[src/rtl/rv_multicycle_ctrl.sv]
// rv_multicycle_ctrl: multicycle RV32I control FSM sharing one req/ready memory port.
// Define RV_ILLEGAL_TRAP_EN to make unknown opcodes halt instead of retiring as NOPs.
module rv_multicycle_ctrl (
  input  logic       clk,
  input  logic       reset,
  input  logic [6:0] op,
  input  logic [2:0] funct3,
  input  logic       funct7b5,
  input  logic       Zero,
  input  logic       mem_ready,
  output logic       mem_req,
  output logic       MemWrite,
  output logic       AdrSrc,
  output logic       IRWrite,
  output logic       PCWrite,
  output logic       RegWrite,
  output logic [1:0] ALUSrcA,
  output logic [1:0] ALUSrcB,
  output logic [1:0] ResultSrc,
  output logic [1:0] ImmSrc,
  output logic [3:0] ALUControl,
  output logic       instr_done,
  output logic       halted
);
  localparam logic [6:0] OP_LW = 7'b0000011, OP_SW = 7'b0100011, OP_R = 7'b0110011,
                         OP_I = 7'b0010011, OP_BEQ = 7'b1100011, OP_JAL = 7'b1101111;
  typedef enum logic [3:0] {
    S_FETCH, S_DECODE, S_MEMADR, S_MEMREAD, S_MEMWB, S_MEMWRITE,
    S_EXECR, S_EXECI, S_ALUWB, S_BEQ, S_JAL, S_ILLEGAL
  } state_t;
  state_t state_q, state_d;
  logic pc_w, ir_w, reg_w, mem_w, done;
  logic [3:0] alu_dec;
  always_ff @(posedge clk or posedge reset)
    if (reset) state_q <= S_FETCH;
    else       state_q <= state_d;
  assign ImmSrc = (op == OP_SW) ? 2'd1 : (op == OP_BEQ) ? 2'd2 : (op == OP_JAL) ? 2'd3 : 2'd0;
  always_comb
    alu_dec = (funct3 == 3'b000) ? {3'b000, (op == OP_R) & funct7b5} :
              (funct3 == 3'b111) ? 4'd2 :
              (funct3 == 3'b110) ? 4'd3 :
              (funct3 == 3'b100) ? 4'd4 :
              (funct3 == 3'b010) ? 4'd5 : 4'd0;
  always_comb begin
    state_d    = state_q;
    mem_req    = 1'b0;
    mem_w      = 1'b0;
    AdrSrc     = 1'b0;
    ir_w       = 1'b0;
    pc_w       = 1'b0;
    reg_w      = 1'b0;
    done       = 1'b0;
    ALUSrcA    = 2'd0;
    ALUSrcB    = 2'd0;
    ResultSrc  = 2'd0;
    ALUControl = 4'd0;
    case (state_q)
      S_FETCH: begin
        mem_req   = 1'b1;
        ALUSrcB   = 2'd2;
        ResultSrc = 2'd2;
        ir_w      = mem_ready;
        pc_w      = mem_ready;
        state_d   = mem_ready ? S_DECODE : S_FETCH;
      end
      S_DECODE: begin
        ALUSrcA = 2'd1;
        ALUSrcB = 2'd1;
        state_d = (op == OP_LW || op == OP_SW) ? S_MEMADR :
                  (op == OP_R)   ? S_EXECR :
                  (op == OP_I)   ? S_EXECI :
                  (op == OP_BEQ) ? S_BEQ :
                  (op == OP_JAL) ? S_JAL :
`ifdef RV_ILLEGAL_TRAP_EN
                  S_ILLEGAL;
`else
                  S_FETCH;
        done    = !(op == OP_LW || op == OP_SW || op == OP_R || op == OP_I ||
                    op == OP_BEQ || op == OP_JAL);
`endif
      end
      S_MEMADR: begin
        ALUSrcA = 2'd2;
        ALUSrcB = 2'd1;
        state_d = (op == OP_LW) ? S_MEMREAD : S_MEMWRITE;
      end
      S_MEMREAD: begin
        mem_req = 1'b1;
        AdrSrc  = 1'b1;
        state_d = mem_ready ? S_MEMWB : S_MEMREAD;
      end
      S_MEMWB: begin
        ResultSrc = 2'd1;
        reg_w     = 1'b1;
        done      = 1'b1;
        state_d   = S_FETCH;
      end
      S_MEMWRITE: begin
        mem_req = 1'b1;
        mem_w   = 1'b1;
        AdrSrc  = 1'b1;
        done    = mem_ready;
        state_d = mem_ready ? S_FETCH : S_MEMWRITE;
      end
      S_EXECR, S_EXECI: begin
        ALUSrcA    = 2'd2;
        ALUSrcB    = (state_q == S_EXECI) ? 2'd1 : 2'd0;
        ALUControl = alu_dec;
        state_d    = S_ALUWB;
      end
      S_ALUWB: begin
        reg_w   = 1'b1;
        done    = 1'b1;
        state_d = S_FETCH;
      end
      S_BEQ: begin
        ALUSrcA    = 2'd2;
        ALUControl = 4'd1;
        pc_w       = Zero;
        done       = 1'b1;
        state_d    = S_FETCH;
      end
      S_JAL: begin
        ALUSrcA = 2'd1;
        ALUSrcB = 2'd2;
        pc_w    = 1'b1;
        state_d = S_ALUWB;
      end
`ifdef RV_ILLEGAL_TRAP_EN
      S_ILLEGAL: state_d = S_ILLEGAL;
`endif
      default: state_d = S_FETCH;
    endcase
  end
  // Strobes are masked while reset is high since the FSM sits in FETCH during reset.
  assign PCWrite    = pc_w & ~reset;
  assign IRWrite    = ir_w & ~reset;
  assign RegWrite   = reg_w & ~reset;
  assign MemWrite   = mem_w & ~reset;
  assign instr_done = done & ~reset;
`ifdef RV_ILLEGAL_TRAP_EN
  assign halted = (state_q == S_ILLEGAL) & ~reset;
`else
  assign halted = 1'b0;
`endif
endmodule

[config.mk]
export PLATFORM = sky130hd
export DESIGN_NAME = rv_multicycle_ctrl
export DESIGN_NICKNAME = d
export VERILOG_FILES = /design/src/rtl/rv_multicycle_ctrl.sv
export SDC_FILE = /design/constraint.sdc
export NUM_CORES = 1
export LEC_CHECK = 0
export BUFFER_PORTS_ARGS = -buffer_cell sky130_fd_sc_hd__buf_2
export CAP_MARGIN = 15
export CORE_MARGIN = 3
export CORE_UTILIZATION = 45
export CTS_CLUSTER_SIZE = 16
export DETAILED_ROUTE_END_ITERATION = 8
export PLACE_DENSITY = 0.83
export SYNTH_ARGS = -nofsm -noshare
export SYNTH_HDL_FRONTEND = slang
export SYNTH_SLANG_ARGS = --single-unit
[constraint.sdc]
create_clock -name clk -period 2.6 [get_ports clk]
set_input_delay 0.26 -clock clk [delete_from_list [all_inputs] [get_ports clk]]
set_output_delay 0.26 -clock clk [all_outputs]
set_load 0.1 [all_outputs]
==> summary by stage, run 1 <==
Place
After detailed placement, the total cell area comes to between 800 and 900 um2. Before CTS, the worst setup slack after placement is 0.490 ns. The count of input and output buffers is 32.

The last weighted congestion value of the routability-driven placer is between 0.8 and 0.9. The detailed placer's ending HPWL is 1370 um.

STA
At the pin with the least slew margin, the transition time is 0.744 ns. The total negative slack for setup checks is 0 ns. The worst setup skew after layout is 0.00468 ns. The setup violation total in the final timing report is 0. The maximum achievable frequency is 418 MHz.

Setup repair after global routing left no endpoint under its margin. The number of pins exceeding their max-slew limit in the final report is 0. The post-layout worst setup margin is 0.209 ns. Dividing the final minimum period by the clock period gives between 90% and 100%. On the final layout, the worst hold slack is 0.374 ns.

The clock period minus final worst setup slack is 2.39 ns. The number of endpoints with negative hold slack in the final report is 0. The headroom to the max-slew limit is between 40% and 50%.

Worst setup path
The register-to-register setup slack is between 0.9 and 1 ns. The endpoint of the lowest-slack register-to-register path is state_q[1]. The critical path in this run is classified as reg -> out. The critical path data required time is 2.34 ns.

The depth of the most critical reg-to-reg path is 5. Along the worst path, the maximum fanout reaches 5. The worst flop-to-flop path startpoint is state_q[1]. The element type at the critical path end is an output port. The critical path launch point type is a flip-flop.

At the worst endpoint, the arrival time is 2.13 ns.

Power and ir drop
VDD sags by at most between 300 and 400 uV. Summed over all cells, the static leakage comes to 0.411 nW. The power density normalized to cell area is 439 mW/mm2.

Cells and area
The largest register by flop count is state_q. The fraction of final layout cells with drive strength greater than 1 is 41.1%. 0 antenna diodes ended up in the layout. The final cell area excluding filler cells is 876 um2. Cells fill 74.8% of the core in the end. The number of fill cells is 90. The register with the most flip-flops in the layout has 4 of them. The net count reported at finish is 141.

The area overhead of the layout relative to synthesis is 48.9%. In the final layout, the registers with the most flip-flops are state_q x4.

Die
The core outline area is 0.00117 mm2. The die is about 42 um tall. The boundary pin count is 35. The floorplan step defined a die boundary enclosing 0.00178 mm2. The horizontal die dimension is 42.2 um. The starting density of the core is 50.2%.

The cell row count is 12.

Synthesis
Yosys mapped the design onto 30 distinct sky130hd cell types. The share of the Yosys chip area taken by registers is 17.0%. The synthesized design spends more area on one cell type than any other, namely sky130_fd_sc_hd__dfrtp_1. The proportion of synthesized flip-flops having asynchronous set or reset is 100%. The synthesized area per cell is 6.61 um2. In this run the cell area of the synthesized design comes to 588 um2. In this run, synthesis produced a sequential element count of 4. The synthesized design contains 0 enable-type register cells. Synthesis handed over a netlist of between 80 and 90 instances. The most frequently used cell type in the post-synthesis netlist is sky130_fd_sc_hd__nand2_1. Ranked by total cell area, the synthesized netlist is headed by sky130_fd_sc_hd__dfrtp_1 17%, sky130_fd_sc_hd__nand2_1 8.3%, sky130_fd_sc_hd__nand2b_1 7.4%, sky130_fd_sc_hd__a21oi_1 6.0%, sky130_fd_sc_hd__nor3_1 6.0%.

In the synthesized netlist the dominant register cell turns out to be sky130_fd_sc_hd__dfrtp_1. The Yosys step of the flow raised 0 warnings. The top cell type by area accounts for 17.0% of the synthesized area. Ranked by instance count, the synthesized netlist is headed by 13 x sky130_fd_sc_hd__nand2_1, 8 x sky130_fd_sc_hd__nor2_1, 7 x sky130_fd_sc_hd__a21oi_1, 7 x sky130_fd_sc_hd__nand2b_1, 7 x sky130_fd_sc_hd__nor3_1.

Route
Summing over every cut layer, the via total after detailed routing is approximately 760. In the final routed layout, each cell accounts on average for 12.5 um. Wires add up to about 1700 um.

Dividing the detail-routed via count by the number of cells gives 5.54. The DRC violations left is 0. The number of DRC violations after detailed-routing iteration 0 is 19. The count of nets left with antenna violations once routing finished came out at 0. The count of TritonRoute iterations in the first routing pass is 5.

Worst hold path
The tightest min-delay check is of the in -> reg type. The worst hold path begins at op[4]. The terminating pin of the worst hold path is state_q[2]. The number of cells on the worst hold path is 3.

Clocking
The CTS clock-pin slew for the worst setup and hold paths is 0.04 ns. For this design, the sink count on the clock tree is 4. The count of H-tree levels built during CTS is 1. The clock passes through at most 2 buffers. The TritonCTS clock tree is built. In this run, CTS created clock tree buffers numbering 3. The number of buffers added to fix hold violations after cts is 1. The library cell used as clock root buffer is sky130_fd_sc_hd__clkbuf_4. Once the clock tree was built, the resizer swapped 0 gates to a different size. Buffers added to address setup during post-CTS repair amount to 0. The clock reaches the later pin of the worst-skew pair after 0.24 ns.

Global route
The global-route usage over all layers is roughly a fifth. The number of global-route vias before repair is around 650. The wire length of the first global-routing pass is 2910 um. The number of antenna violations at the first check in global routing is 0. The maximum number of pins on one net before global-route repair is 15. The total overflow left after global routing is 0.

Run status
The flow ran to the end, and the final reports show no timing, DRC or antenna violations.

Run
Max-cap violations in this run came to 0.
[critical path, stage by stage, from the launching register on]
cell and delay (ns):
sky130_fd_sc_hd__dfrtp_1 0.37, sky130_fd_sc_hd__nor2b_1 0.37, sky130_fd_sc_hd__nand2_1 0.16, sky130_fd_sc_hd__or4_1 0.46
sky130_fd_sc_hd__o31ai_2 0.08, sky130_fd_sc_hd__buf_2 0.46
[layout make-up]
| cell class | count | area (um2) | share of cell area (%) |
|---|---|---|---|
| Inverter | 1 | 3.75 | 0.429 |
| Tap cell | 14 | 17.5 | 2.00 |
| Timing Repair Buffer | 37 | 200 | 22.9 |
| Sequential cell | 4 | 100 | 11.4 |
| Clock buffer | 3 | 22.5 | 2.57 |
| Multi-Input combinational cell | 79 | 532 | 60.7 |
[cells in the final DEF, fill, tap and decap left out, types with 2 or more instances in the layout]
cell type                  count
sky130_fd_sc_hd__xor2_1        2
sky130_fd_sc_hd__nor3_1        5
sky130_fd_sc_hd__nor2b_1       4
sky130_fd_sc_hd__nor3_2        2
sky130_fd_sc_hd__o21ai_0       2
sky130_fd_sc_hd__nand2b_1      7
sky130_fd_sc_hd__nand2_1      13
sky130_fd_sc_hd__buf_4         4
sky130_fd_sc_hd__nor2_1        8
sky130_fd_sc_hd__o221ai_1      2
sky130_fd_sc_hd__nor4_1        2
sky130_fd_sc_hd__buf_2        32
sky130_fd_sc_hd__clkbuf_4      3
sky130_fd_sc_hd__a21oi_1       7
sky130_fd_sc_hd__conb_1        2
sky130_fd_sc_hd__o31ai_2       2
sky130_fd_sc_hd__dfrtp_1       4
sky130_fd_sc_hd__or4_1         3
sky130_fd_sc_hd__xnor2_1       2
sky130_fd_sc_hd__nand3b_1      3
sky130_fd_sc_hd__nor4_4        2
[stage by stage]
stage	instances	power, mW
floorplan	90	0.265
global placement	134	0.305
detailed placement	134	0.307
CTS	138	0.388
global route	138	0.409
finish	138	0.384
[how the worst max path moves through the flow]
| stage | startpoint | cells after the start | end | slack, ns |
|---|---|---|---|---|
| floorplan | state_q[3] | 3 | ALUSrcB[1] | -0.56 |
| global placement | op[3] | 5 | ALUControl[0] | 0.50 |
| detailed placement | op[3] | 5 | ALUControl[0] | 0.49 |
| CTS | state_q[1] | 5 | instr_done | 0.23 |
| global route | state_q[1] | 5 | instr_done | 0.11 |
| finish | state_q[1] | 5 | instr_done | 0.21 |
[metal layers]
metal	global-route usage (%)	share of wire [%]
met5	0	0
met4	1.86	0.47
met3	6.44	6.5
met2	34.6	49
met1	26.6	44
[report_power, final]
part	switching, mW	leakage [nW]	total [mW]	internal, mW
sequential	0.00235	0.0542	0.0675	0.0652
combinational	0.189	0.343	0.240	0.0511
clock	0.0253	0.0138	0.0770	0.0516
[kinds of logic after synthesis]
kind of cell	count (synthesis)	share of synthesized area, %
AOI/OAI and AO/OA	18	19.6
xor gates and xnor gates	4	5.96
buffers and inverters	7	6.17
DFF	4	17.0
other	1	0.638
and+or+nand+nor	55	50.6
Note: power is estimated with default switching activity, not from simulation.
==> inputs of run 2 (changes only) <==
- CORE_UTILIZATION: 45 -> 42
- PLACE_DENSITY: 0.83 -> 0.78
- clock period: 2.6 -> 2.4 ns (I/O delays scaled with it)
==> run 2 against run 1 <==
  * Clock power is 12% higher
  * Global-route usage is 0.84 points higher
  * Register-to-register slack worse by 0.23 ns
  * Sequential power is 14% higher
  * Sequential cell count stayed put
  * Hold slack worse by 0.016 ns
  * Total power is 12% higher
  * Critical path depth stayed put
  * Largest cell class unchanged
  * Utilization is 1.4 points higher
  * Sequential share of layout area is 0.48 points lower
  * Clock skew is 0.0024 ns lower
  * Wire length is 7.9% higher
==> summary by stage, run 2 (synthesis gave the netlist of run 1 again) <==
Run status
The run finished with clean final reports.

Cells and area
The area overhead of the layout relative to synthesis is 55.5%. With fillers left out, the area of the finished cells amounts to 915 um2. Leaving out fill and tap cells, the most frequent cell in the layout is sky130_fd_sc_hd__buf_2.

The net count reported at finish is about 140. Summing all multi-input logic gate instances after layout gives 548 um2. The filler cells instantiated in the layout total 98. The number of flip-flops under the largest register name is 4. Across the whole layout, storage elements account for roughly 100 um2. state_q holds more flip-flops than any other register. Cells with a size suffix above 1 make up 43.2% of the layout.

In the layout the commonest cells are 31 x sky130_fd_sc_hd__buf_2, 13 x sky130_fd_sc_hd__nand2_1, 8 x sky130_fd_sc_hd__nor2_1. The number of inserted diodes is 0. The largest registers in the layout are state_q x4. After the flow finishes, the layout carries non-filler instances totaling 139.

Place
The area after detailed placement is approximately 880 um2. Routability-driven placement finished with a final weighted congestion of 0.860. The HPWL after detailed placement is between 1000 and 1500 um.

The number of placed instances, taps included, is 135. In this run the tool buffered the top-level ports with 32 buffer cells. The pre-CTS setup slack is around 0.4 ns.

Route
For this block, the routed nets add up to 1860 um of wire. The number of vias per cell after detailed routing is 5.67. The total via count in the routed design is just under 800.

The number of DRC violations after detailed-routing iteration 0 is 14. For this run, design rule violations remaining after detail routing come to 0. The wire length per cell is 13.3 um.

In this run the remaining antenna-violating nets after routing total 0. The count of TritonRoute iterations in the first routing pass is 4.

Worst setup path
The data arrival time of the worst path is approximately 2.0 ns. The worst setup path is captured at an output port. For the worst flop-to-flop path, the logic depth is 5. The worst flop-to-flop path startpoint is state_q[1].

The category of the critical setup timing path is reg -> out. STA puts the critical path data required time at around 2.2 ns. In this run the critical register-to-register path is captured at state_q[1]. In this run the worst path has a maximum fanout of 14. The critical path launch point type is a flip-flop. The register-to-register setup slack is 0.68 ns.

Global route
The number of antenna violations at the first check in global routing is 0. The global-route usage over all layers is 21.4%. After global routing the overflow that remains totals 0. The first global-routing pass estimated 3090 um of wire. Entering global routing, the biggest net connects 16 pins. The number of global-route vias before repair is 714.

Power and ir drop
The portion of total power attributed to combinational logic is 62.2%. IR analysis of the VDD net gives a maximum drop of 425 uV. The overall power is 431 uW. The power dissipated by switching net loads is 240 uW.

The share of total power dissipated in sequential elements is around 18%. The switching part of the total is a little under three fifths. The internal cell power is about 190 uW. For this design the ratio of total power to cell area is 471 mW/mm2. The share of power burned in the clock network is 19.9%. The leakage component of the power is about 0.42 nW.

STA
The final critical path takes up 94.6% of the cycle. The number of pins exceeding their max-slew limit in the final report is 0. The headroom to the max-slew limit is 62.5%. For the pin with the worst max-slew slack, the measured transition is about 0.56 ns. The total negative slack for setup checks is 0 ns. The clock period minus final worst setup slack is 2.27 ns. The number of endpoints with negative hold slack in the final report is 0. Setup slack closes at 0.131 ns. Across the routed clock network, the largest skew measured is ~0.0022 ns. The setup violation total in the final timing report is 0. The maximum achievable frequency is 441 MHz.

Setup repair after global routing left no endpoint under its margin.

Die
The floorplan step defined a die boundary enclosing 0.00189 mm2. The die span in y is 43.4 um. The core region is 0.00120 mm2. The cell row count is 12. The boundary pin count is 35. The starting density of the core is 49.0%. The horizontal die dimension is 43.4 um.

Clocking
The TritonCTS clock tree is built. The number of buffers created by CTS is 3. Once the clock tree was built, the resizer swapped 0 gates to a different size.

The sink count of the clock tree is 4. Clock-pin slew was measured on the worst setup and hold paths at 0.04 ns. The later pin in the worst-skew pair is clocked with a latency of 0.24 ns. CTS placed an instance of sky130_fd_sc_hd__clkbuf_4 at the clock tree root. CTS built an H-tree with a depth of 1. The maximum buffer depth of the clock tree is 2.

Worst hold path
The terminating pin of the worst hold path is state_q[0]. Counting instances, the worst hold path has a depth of 3. The start point of the worst hold path is op[2]. The type of the tightest min-delay check is in -> reg.

Run
Max-cap violations in this run came to 0.
==> run 2: cell count changes in the layout (fill, tap and decap cells not counted), sizes merged <==
cell,change
buf,+1
==> run 2: stage by stage <==
stage               util [%]  hold WS, ns
CTS                     76.1        0.349
floorplan                  -       0.0227
detailed placement      73.4        0.210
global placement        73.4        0.202
global route            76.1        0.366
finish                  76.1        0.358
==> run 2: area by class of cell <==
class / instances / area share, %
Timing Repair Buffer: 38 / 24.4
Clock buffer: 3 / 2.46
Sequential cell: 4 / 10.9
Tap cell: 14 / 1.92
Multi-Input combinational cell: 79 / 59.9
Inverter: 1 / 0.410
==> run 2: worst max path at each step <==
stage / from / cells after the start / endpoint / slack, ns
2_1_floorplan: state_q[2] / 3 / instr_done / -0.84
3_3_place_gp: state_q[3] / 4 / ALUControl[0] / 0.47
3_5_place_dp: state_q[3] / 5 / instr_done / 0.41
4_1_cts: state_q[3] / 5 / instr_done / 0.15
5_1_grt: state_q[3] / 5 / instr_done / 0.02
6_report: state_q[3] / 5 / instr_done / 0.13
==> run 2: critical path, cell delays in order, from the launching register on <==
cell and delay (ns):
sky130_fd_sc_hd__dfrtp_1 0.57, sky130_fd_sc_hd__nor2_1 0.29, sky130_fd_sc_hd__nand2_1 0.13, sky130_fd_sc_hd__or4_1 0.41, sky130_fd_sc_hd__o31ai_1 0.14, sky130_fd_sc_hd__buf_12 0.23
==> run 2: repair_timing <==
| action | CTS | global route |
|---|---|---|
| hold buffers | 1 | 0 |
| setup buffers | 0 | 0 |
| hold endpoints to repair | 4 | 0 |
==> run 2: layer usage <==
metal / track usage (%) / wire length (um) / vias up
li1: - / - / 391
met1: 25.1 / 788 / 362
met2: 35.7 / 881 / 31
met3: 5.39 / 149 / 4
met4: 10.8 / 35 / 0
met5: 0 / 0 / -
==> run 2: power by group through the flow <==
stage / Combinational, mW / Sequential, mW / Clock (mW)
2_1_floorplan: 0.215 / 0.0756 / 0
3_3_place_gp: 0.264 / 0.0776 / 0
3_5_place_dp: 0.266 / 0.0780 / 0
4_1_cts: 0.268 / 0.0772 / 0.0879
5_1_grt: 0.279 / 0.0782 / 0.0973
6_report: 0.268 / 0.0772 / 0.0860
